===== config.mk =====
export PLATFORM = sky130hd
export DESIGN_NAME = conv_out_ctrl
export DESIGN_NICKNAME = d
export VERILOG_FILES = /design/src/rtl/conv_out_ctrl.sv
export SDC_FILE = /design/constraint.sdc
export NUM_CORES = 1
export LEC_CHECK = 0
export BUFFER_PORTS_ARGS = -buffer_cell sky130_fd_sc_hd__buf_4
export CAP_MARGIN = 20
export CORE_ASPECT_RATIO = 0.75
export CORE_UTILIZATION = 60
export CTS_CLUSTER_DIAMETER = 50
export DETAILED_ROUTE_END_ITERATION = 7
export MAX_ROUTING_LAYER = met4
export PLACE_DENSITY = 0.81
export REMOVE_ABC_BUFFERS = 1
export SYNTH_ARGS = -nofsm -noshare
export SYNTH_HDL_FRONTEND = slang
export SYNTH_SLANG_ARGS = --single-unit

===== constraint.sdc =====
create_clock -name clk -period 14.35 [get_ports clk]
set_input_delay 0.7175 -clock clk [delete_from_list [all_inputs] [get_ports clk]]
set_output_delay 0.7175 -clock clk [all_outputs]
set_load 0.01 [all_outputs]

===== src/rtl/conv_out_ctrl.sv =====
// Credit-based issue/drain controller between a non-stalling MAC pipeline and the output FIFO.
// Optional credit-stall performance counter enabled by defining OUT_CTRL_PERF_EN.
module conv_out_ctrl #(
    parameter  int DEPTH    = 19,
    parameter  int PIPE_LAT = 4,
    parameter  int CNTW     = 16,
    localparam int LOGDEPTH = $clog2(DEPTH)
) (
    input  logic                clk,
    input  logic                reset,
    input  logic                start,
    input  logic [CNTW-1:0]     num_outputs,
    input  logic                in_valid,
    input  logic [LOGDEPTH:0]   fifo_capacity,
    input  logic                fifo_wr_ready,
    input  logic                out_fire,
    output logic                compute_en,
    output logic                fifo_wr_valid,
    output logic                out_last,
    output logic                busy,
    output logic                done,
    output logic                err,
    output logic [CNTW-1:0]     stall_cycles
);

    localparam int IW   = $clog2(PIPE_LAT + 1);
    localparam int CMPW = (IW > LOGDEPTH + 1) ? IW : LOGDEPTH + 1;

    typedef enum logic [1:0] {
        IDLE,
        RUN,
        DRAIN,
        DONE
    } state_t;

    state_t                state;
    logic [PIPE_LAT-1:0]   vld;
    logic [PIPE_LAT-1:0]   vld_next;
    logic [CNTW-1:0]       n_total;
    logic [CNTW-1:0]       issued_cnt;
    logic [CNTW-1:0]       wr_cnt;
    logic [CNTW-1:0]       drained_cnt;
    logic [CNTW-1:0]       drained_next;
    logic [CMPW-1:0]       inflight;
    logic [CMPW-1:0]       cap_ext;

    // Results still inside the MAC pipeline each hold a FIFO slot in reserve.
    always_comb begin
        inflight = '0;
        for (int i = 0; i < PIPE_LAT; i++) begin
            inflight = inflight + CMPW'(vld[i]);
        end
    end

    assign cap_ext       = CMPW'(fifo_capacity);
    assign fifo_wr_valid = vld[PIPE_LAT-1];
    assign compute_en    = (state == RUN) && in_valid && (issued_cnt < n_total) && (inflight < cap_ext);
    assign drained_next  = drained_cnt + CNTW'(out_fire);
    assign out_last      = busy && (drained_cnt == n_total - CNTW'(1)) && (wr_cnt > drained_cnt);

    always_comb begin
        vld_next    = vld << 1;
        vld_next[0] = compute_en;
    end

    always_ff @(posedge clk) begin
        if (reset) begin
            state       <= IDLE;
            vld         <= '0;
            n_total     <= '0;
            issued_cnt  <= '0;
            wr_cnt      <= '0;
            drained_cnt <= '0;
            busy        <= 1'b0;
            done        <= 1'b0;
            err         <= 1'b0;
        end else begin
            vld        <= vld_next;
            issued_cnt <= issued_cnt + CNTW'(compute_en);
            wr_cnt     <= wr_cnt + CNTW'(fifo_wr_valid);
            done       <= 1'b0;
            if (busy) begin
                drained_cnt <= drained_next;
            end
            // A refused write is dropped but still counted, so the frame cannot finish silently.
            if (fifo_wr_valid && !fifo_wr_ready) begin
                err <= 1'b1;
            end
            case (state)
                IDLE: begin
                    if (start) begin
                        n_total     <= num_outputs;
                        issued_cnt  <= '0;
                        wr_cnt      <= '0;
                        drained_cnt <= '0;
                        busy        <= 1'b1;
                        if (num_outputs == '0) begin
                            state <= DONE;
                            done  <= 1'b1;
                        end else begin
                            state <= RUN;
                        end
                    end
                end
                RUN: begin
                    if (issued_cnt + CNTW'(compute_en) == n_total) begin
                        state <= DRAIN;
                    end
                end
                DRAIN: begin
                    if (drained_next == n_total) begin
                        state <= DONE;
                        done  <= 1'b1;
                    end
                end
                DONE: begin
                    state <= IDLE;
                    busy  <= 1'b0;
                end
                default: begin
                    state <= IDLE;
                    busy  <= 1'b0;
                end
            endcase
        end
    end

`ifdef OUT_CTRL_PERF_EN
    logic [CNTW-1:0] stall_q;
    logic            stall_event;

    assign stall_event  = (state == RUN) && in_valid && (issued_cnt < n_total) && !compute_en;
    assign stall_cycles = stall_q;

    // Saturating count of cycles where work was ready but no FIFO credit was available.
    always_ff @(posedge clk) begin
        if (reset) begin
            stall_q <= '0;
        end else if ((state == IDLE) && start) begin
            stall_q <= '0;
        end else if (stall_event && (stall_q != {CNTW{1'b1}})) begin
            stall_q <= stall_q + CNTW'(1);
        end
    end
`else
    assign stall_cycles = '0;
`endif

endmodule


# --- Word-level counts from Yosys, hierarchy flattened ---
# Cells that the tools add are included.
word_totals:
  ff_bits: 73
  input_bits: 28
  output_inout_bits: 22
  word_cells: 59
op_classes:
  addsub: 7
  order_cmp: 3
  eq_ne: 9
  muxes: 18
  reduce_logical: 13
op_table:
  columns: ["operator", "n"]
  rows:
  - ["$mux W16", 7]
  - ["$add A16 B1 Y16", 3]
  - ["$eq A16 B16 Y1", 3]
  - ["$gt A16 B16 Y1", 1]
  - ["$logic_not A16 Y1", 1]
  - ["$lt A16 B16 Y1", 1]
  - ["$sub A16 B1 Y16 const B", 1]
  - ["$mux W2", 4]
  - ["$pmux W2 S4", 1]
  - ["$logic_and A1 B1 Y1", 6]
  - ["$lt A4 B6 Y1", 1]
  - ["$add A3 B1 Y4", 1]
  - ["$eq A2 B2 Y1 const B", 2]
  - ["$mux W1", 4]
  - ["$ne A2 B2 Y1 const B", 2]
  - ["$pmux W1 S2", 2]
  - ["$reduce_and A2 Y1", 2]
  - ["$add A2 B1 Y3", 1]
  - ["$reduce_and A3 Y1", 1]
  - ["$add A1 B1 Y2", 1]
  - ["$eq A2 B1 Y1 const B", 1]
  - ["$logic_not A2 Y1", 1]
  - ["$ne A2 B1 Y1 const B", 1]
  - ["$reduce_bool A2 Y1", 1]
  - ["$logic_not A1 Y1", 1]

# --- Longest topological paths before layout ---
# Gate-level depths: netlist (run 1).
logic_depth:
  depth_word: 9
  ltp_mapped: 20
  depth_no_buf: 20

# --- Worst setup path before layout (run 1) ---
# OpenSTA, ideal clock, no wires.
synth_path:
  path_kind: "flip-flop to flip-flop"
  start: "register vld[3]"
  end: "register state[0]"
  setup_time_ns: 0.103
  arrival_ns: 5.031
  setup_slack_ns: 9.216
  stages_incl_launch_ff: 21
  path_buffers: 0
  cell_sequence: "dfxtp_1 > fa_1 > ha_1 > ha_1 > ha_1 > a21o_1 > a21oi_1 > nor4_1 > a2111oi_0 > o21ai_0 > a21oi_1 > ha_1 > ha_1 > nand3_1 > nor3_2 > xnor2_1 > o2111ai_1 > or4_1 > o41a_1 > a21o_1 > a2111oi_2"
synth_between:
  elab_chain_len: 7
synth_lines:
  columns: ["item", "line_no", "source"]
  rows:
  - ["from (decl)", "37", "logic [PIPE_LAT-1:0] vld;"]
  - ["from (signal assigned)", "78", "vld <= vld_next;"]
  - ["$add A3 B1 Y4", "51", "inflight = inflight + CMPW'(vld[i]);"]
  - ["$lt A4 B6 Y1", "57", "assign compute_en = (state == RUN) && in_valid && (issued_cnt < n_total) && (inflight < cap_ext);"]
  - ["$logic_and A1 B1 Y1", "57", null]
  - ["via compute_en", "17", "output logic compute_en,"]
  - ["$add A16 B1 Y16", "106", "if (issued_cnt + CNTW'(compute_en) == n_total) begin"]
  - ["$eq A16 B16 Y1", "106", null]
  - ["$ne A2 B1 Y1 (no line)", null, null]
  - ["$reduce_and A3 Y1 (no line)", null, null]
  - ["to (signal assigned)", "107", "state <= DRAIN;"]
  - ["to (signal assigned)", "112", "state <= DONE;"]
  - ["to (signal assigned)", "117", "state <= IDLE;"]
  - ["to (decl)", "36", "state_t state;"]
# The timed path passes the listed nets, and every way through them passes these cells.
# A chain may end at the register's enable or synchronous reset.

# --- Worst setup path after layout (run 1) ---
layout_path:
  start: "register vld[3]"
  end: "register state[0]"
layout_between:
  elab_chain_len: 7
layout_lines:
  columns: ["item", "line_no"]
  rows:
  - ["$add A3 B1 Y4", "51"]
  - ["$lt A4 B6 Y1", "57"]
  - ["$logic_and A1 B1 Y1", "57"]
  - ["$add A16 B1 Y16", "106"]
  - ["$eq A16 B16 Y1", "106"]
  - ["$ne A2 B1 Y1 (no line)", null]
  - ["$reduce_and A3 Y1 (no line)", null]
# Every way passes these cells.

==> results of run 1 <==
[through the flow]
stage	hold WS, ns	area, sq um	setup slack, ns	std cells
6_report	0.476	5810	8.46	804
5_1_grt	0.498	5810	8.02	804
4_1_cts	0.480	5810	8.52	804
3_5_place_dp	0.460	5500	8.62	788
3_3_place_gp	0.462	5500	8.98	788
2_1_floorplan	0.445	5110	9.22	645
[worst paths after layout]
check / start / to / slack (ns) / cells after the start
max: vld[3]$_SDFF_PP0_ / state[0]$_SDFFE_PP0P_ / 8.46 / 20
min: err$_SDFFE_PP0P_ / err$_SDFFE_PP0P_ / 0.48 / 2
max reg2reg: vld[3]$_SDFF_PP0_ / state[0]$_SDFFE_PP0P_ / 8.46 / 20
min reg2reg: err$_SDFFE_PP0P_ / err$_SDFFE_PP0P_ / 0.48 / 2
[state kept, by name (all words and copies together) (netlist names)]
register     flops
n_total         16
wr_cnt          16
drained_cnt     16
done             1
err              1
busy             1
vld              4
state            2
issued_cnt      16
[cell type report]
type	count	area share
clock buffers	10	0.0411
clock inverters	6	0.0116
inverters	44	0.0284
multi-input cells	528	0.599
flip-flops and latches	73	0.252
well taps	108	0.0233
repair buffers	35	0.0452
[routing by layer]
layer | wire (microns) | track usage | vias up
met1 | 6320 | 0.427 | 2252
met5 | 0 | - | -
li1 | - | - | 2334
met2 | 5890 | 0.473 | 224
met4 | 382 | 0.135 | 0
met3 | 1120 | 0.0748 | 37
[power groups by stage]
stage / logic, uW / clock network [uW] / registers, uW
CTS: 195 / 235 / 238
finish: 198 / 231 / 240
floorplan: 140 / 0 / 236
detailed placement: 194 / 0 / 243
global placement: 187 / 0 / 242
global route: 220 / 243 / 241
[cells in the final DEF, fill, tap and decap left out, types with 24 or more instances in the layout]
| cell | Yosys | routed |
|---|---|---|
| xnor2_1 | 57 | 57 |
| nand4_1 | 24 | 24 |
| nand3_1 | 32 | 32 |
| nand2_1 | 61 | 61 |
| xor2_1 | 25 | 25 |
| ha_1 | 46 | 46 |
| buf_4 | 16 | 35 |
| dfxtp_1 | 73 | 73 |
| a21oi_1 | 36 | 36 |
| nor2_1 | 77 | 77 |
| inv_1 | 44 | 44 |
[worst max-delay path: cells and delay by family (launching register included)]
kind | cells | cell delay (ns)
flip-flops | 1 | 0.36
adder cells (fa/ha/maj) | 6 | 1.85
AO/OA/AOI/OAI | 9 | 2.24
XOR/XNOR | 1 | 0.18
AND/OR/NAND/NOR | 4 | 1.14
[kinds of logic (layout without fill, tap and decap cells)]
group | Yosys count | count (layout)
other | 1 | 16
flip-flops | 73 | 73
XOR/XNOR | 83 | 83
multiplexers | 4 | 4
AND/OR/NAND/NOR | 270 | 270
AO/OA/AOI/OAI | 108 | 108
adder cells (fa/ha/maj) | 47 | 47
buffers and inverters | 94 | 95
==> run metrics, run 1 <==
GP Congestion=0.936; antenna-violating nets left=0; synthesis-stage register bit count=73; area share of the largest cell type after synthesis=0.275; main flop type after synthesis=dfxtp_1; Clock power frac=0.345; Antenna Cells=0; Synth cell types=62; Crit Path Class=flip-flop to flip-flop; synthesized instance count=680; Post-route DRC=0; global-route wire length before repair=23000 microns; syn_area_per_cell=7.81 sq um; Clock Path Buffers=2; final wirelength=13700 microns; H-tree depth=3; chip width=111 microns; Slew Limit Fails=0; Worst setup SP type=flip-flop; FP Rows=29; main combinational cell family by area after synthesis=simple AND/OR/NAND/NOR gates; Post-synth ARST share=0; Post-CTS Resized=0; core area=8530 sq um; simple-gate portion of the synthesized area=0.254; CP arrival=6.13 ns; Pint=435 uW; Final #Nets=766; Routed WL per cell=17.1 microns; CP max stage delay=0.52 ns; clock latency on the worst-skew pair=0.35 ns; Area Overhead vs Synth=9.45%; Final period util=0.411; DR iter-0 viols=414; clk_skew=0.00676 ns; Worst-path clk slew=0.06 ns; area of the multi-input gates=3480 sq um; starting density of the core=0.623; fmax=170 MHz; Comb pwr share=0.297; mux cell area share after synthesis=0.00754; Cell Pwr Density=115 nW/um^2; setup_tns=0 ns; share of cells above drive strength 1=0.0891; Final Hold Viols=0; leak pwr=0.00236 uW; max cap viols=0; RSZ-0062 raised after global routing=false; crit-path cells=fa_1 -> ha_1 -> ha_1 -> ha_1 -> a21o_1 -> a21oi_1 -> nor4_1 -> a2111oi_0 -> o21ai_0 -> a21oi_1 -> ha_1 -> ha_1 -> nand3_1 -> nor3_2 -> xnor2_1 -> o2111ai_1 -> or4_1 -> o41a_1 -> a21o_1 -> a2111oi_2; DP HPWL=10200 microns; sequential area share after synthesis=0.275; XOR/XNOR Fraction of Synth Area=0.138; GRT Util Overall=0.323; initial antenna violation count=0; Die H=83.5 microns; Sequential Power Share=0.358; Hold/Removal Path Class=flip-flop to flip-flop; crit end category=flip-flop; Netlist Area Pre-Place=5310 sq um; Crit-path slowest cell=fa_1; # IOs=50; Post-synth EDFFs=0; Layout fillers=673; Net Sw Power=234 uW; Tot Pwr=669 uW; routed vias=4847; Final min period=5.89 ns; Max IR drop VDD=125 uV; largest net degree at the start of global routing=44; DR pass1 iterations=8; Num CTS Buffers=9; largest cells by area after synthesis=dfxtp_1 28%, ha_1 11%, xnor2_1 9.4%; CTS tree=built; Synth area leader=dfxtp_1; Max-slew headroom=0.440; most frequent cells after synthesis=77 x nor2_1, 73 x dfxtp_1, 61 x nand2_1, 57 x xnor2_1, 46 x ha_1; clock root buffer=clkbuf_16; full die area=9230 sq um; most used cell, CP=ha_1; Worst Max-Slew Pin Slew=0.837 ns; IO buf count=33; Setup-failing EPs final=0; Switching Share=0.349; Final Util=0.681; total gr overflow=0; post-synthesis adder-cell area fraction=0.112; FF/Latch Area=1460 sq um; maximum fanout along the worst path=7; Yosys warnings=0; Clock Sinks=73; vias in the first global route=4657; vias per cell=6.03; most common cell in the netlist=nor2_1; Synth Area in Compound Gates=0.132; Critical Path RT=14.58 ns; Post-CTS Setup Inserts=0; status=complete, no violations; cts hold-fix bufs=0
Power figures use the tool's default switching activity.
==> run 2: changes to the inputs <==
Settings changed: ABC_AREA from default to 1, PLACE_DENSITY 0.81 to 0.8.
Clock period 14.35 ns to 5.46 ns, I/O delays scaled along.
==> run 2 against run 1 <==
Compared with the run above: the run now ends with design-rule violations left; final cell count is 19% higher; sequential share of layout area is 0.90 points lower; area after synthesis is 1.4% higher; largest cell class unchanged; critical path type unchanged.
==> run metrics, run 2 <==
status=finished with violations; failing checks=design-rule violations; Antenna Cells=0; fmax=233 MHz; clk_skew=0.00453 ns; Final Hold Viols=0; CP arrival=4.57 ns; Setup-failing EPs final=0; GRT Util Overall=0.335; vias per cell=5.67; H-tree depth=3; Slew Limit Fails=0; share of cells above drive strength 1=0.0920; Post-synth EDFFs=0; post-route insts no fill=956; Post-DP Area=5660 sq um; Hold/Removal Path Class=input pin to flip-flop; Worst Max-Slew Pin Slew=1.07 ns; DR iter-0 viols=371; Clock Sinks=73; starting density of the core=0.629; Critical Path RT=5.74 ns; initial antenna violation count=0; Worst-path clk slew=0.06 ns; synthesized instance count=812; largest net degree at the start of global routing=35; Clock Path Buffers=2; synthesis-stage register bit count=73; Post-CTS Setup Inserts=0; Post-synth ARST share=0; setup_tns=0 ns; Yosys warnings=0; RSZ-0062 raised after global routing=false; most frequent cells in the layout=177 x nand2_1, 106 x inv_1, 90 x nor2_1, 73 x dfxtp_1, 62 x nand3_1; maximum fanout along the worst path=4; Synth area leader=dfxtp_1; Final #Nets=918; total gr overflow=0; Netlist Area Pre-Place=5390 sq um; Final Util=0.704; Worst setup SP type=flip-flop; Post-route DRC=4; crit path from=vld[3]$_SDFF_PP0_; CP max stage delay=0.51 ns; largest cells by area after synthesis=dfxtp_1 27%, nand2_1 12%, ha_1 11%; Crit Path Class=flip-flop to flip-flop; routed vias=5418; max cap viols=0; most used cell, CP=nand2_1; Final min period=4.29 ns; core area=8560 sq um; Num CTS Buffers=9; # IOs=50; syn_area_per_cell=6.63 sq um; vias in the first global route=5131; Max-slew headroom=0.286; GP Congestion=0.937; Max IR drop VDD=208 uV; Finished Cell Area=6030 sq um; DR pass1 iterations=7; Die H=84.0 microns; most frequent cells after synthesis=177 x nand2_1, 106 x inv_1, 90 x nor2_1, 73 x dfxtp_1, 62 x nand3_1; Post-CTS Resized=0; most common cell after layout, fill and taps aside=nand2_1; sequential area share after synthesis=0.271; clock latency on the worst-skew pair=0.34 ns; DP HPWL=10800 microns; antenna-violating nets left=0; Area Overhead vs Synth=11.9%; global-route wire length before repair=24300 microns; main flop type after synthesis=dfxtp_1; crit end category=flip-flop; critical path's top delay family=simple AND/OR/NAND/NOR gates; final wirelength=14300 microns; clock root buffer=clkbuf_16; dpl cells=940; worst hold slack=0.192 ns; Layout fillers=745; area share of the largest cell type after synthesis=0.271; worst r2r src=vld[3]$_SDFF_PP0_; IO buf count=33; leak pwr=0.00280 uW; Routed WL per cell=15.0 microns; hold_sp=reset; cts hold-fix bufs=0; Final period util=0.787; FP Rows=29; crit path buf inv count=2; Synth cell types=44; CTS tree=built; Crit-path slowest cell=fa_1; chip width=111 microns; most common cell in the netlist=nand2_1; Cell Pwr Density=369 nW/um^2; full die area=9360 sq um
run 2: area by class of cell:
type	instances	area [sq um]	share of cell area
inverters	110	413	0.0685
clock buffers	12	267	0.0442
well taps	108	135	0.0224
multi-input cells	614	3390	0.562
repair buffers	35	263	0.0436
clock inverters	4	97.6	0.0162
flip-flops and latches	73	1460	0.243
run 2: power by group:
group	internal (uW)	total, uW	switching (uW)
Sequential	594	701	106
Clock	484	716	232
Combinational	299	806	506
Total	1380	2220	845
run 2: kinds of logic after synthesis:
family                   share of synthesized area
other                                     0.000696
buffers and inverters                        0.110
adder cells (fa/ha/maj)                      0.111
AO/OA/AOI/OAI                                0.123
flip-flops                                   0.271
XOR/XNOR                                    0.0548
AND/OR/NAND/NOR                              0.330
run 2: path summary, 6_finish.rpt:
kind,end,slack [ns],cells after the start
setup / recovery,state[0]$_SDFFE_PP0P_,1.17,27
hold / removal,vld[2]$_SDFF_PP0_,0.19,2
setup reg to reg,state[0]$_SDFFE_PP0P_,1.17,27
hold reg to reg,vld[2]$_SDFF_PP0_,0.44,2
run 2: metrics by stage:
step           total power (uW)  setup WS [ns]
3_3_place_gp               1470           1.36
6_report                   2220           1.17
4_1_cts                    2210           1.20
2_1_floorplan              1260           1.72
3_5_place_dp               1490           1.24
5_1_grt                    2360          0.794
run 2: per-layer routing:
layer / vias to the layer above / GRT usage / part of all wire
li1: 2693 / - / -
met1: 2467 / 0.443 / 0.46
met2: 223 / 0.513 / 0.43
met3: 35 / 0.0545 / 0.076
met4: 0 / 0.135 / 0.026
met5: - / - / 0
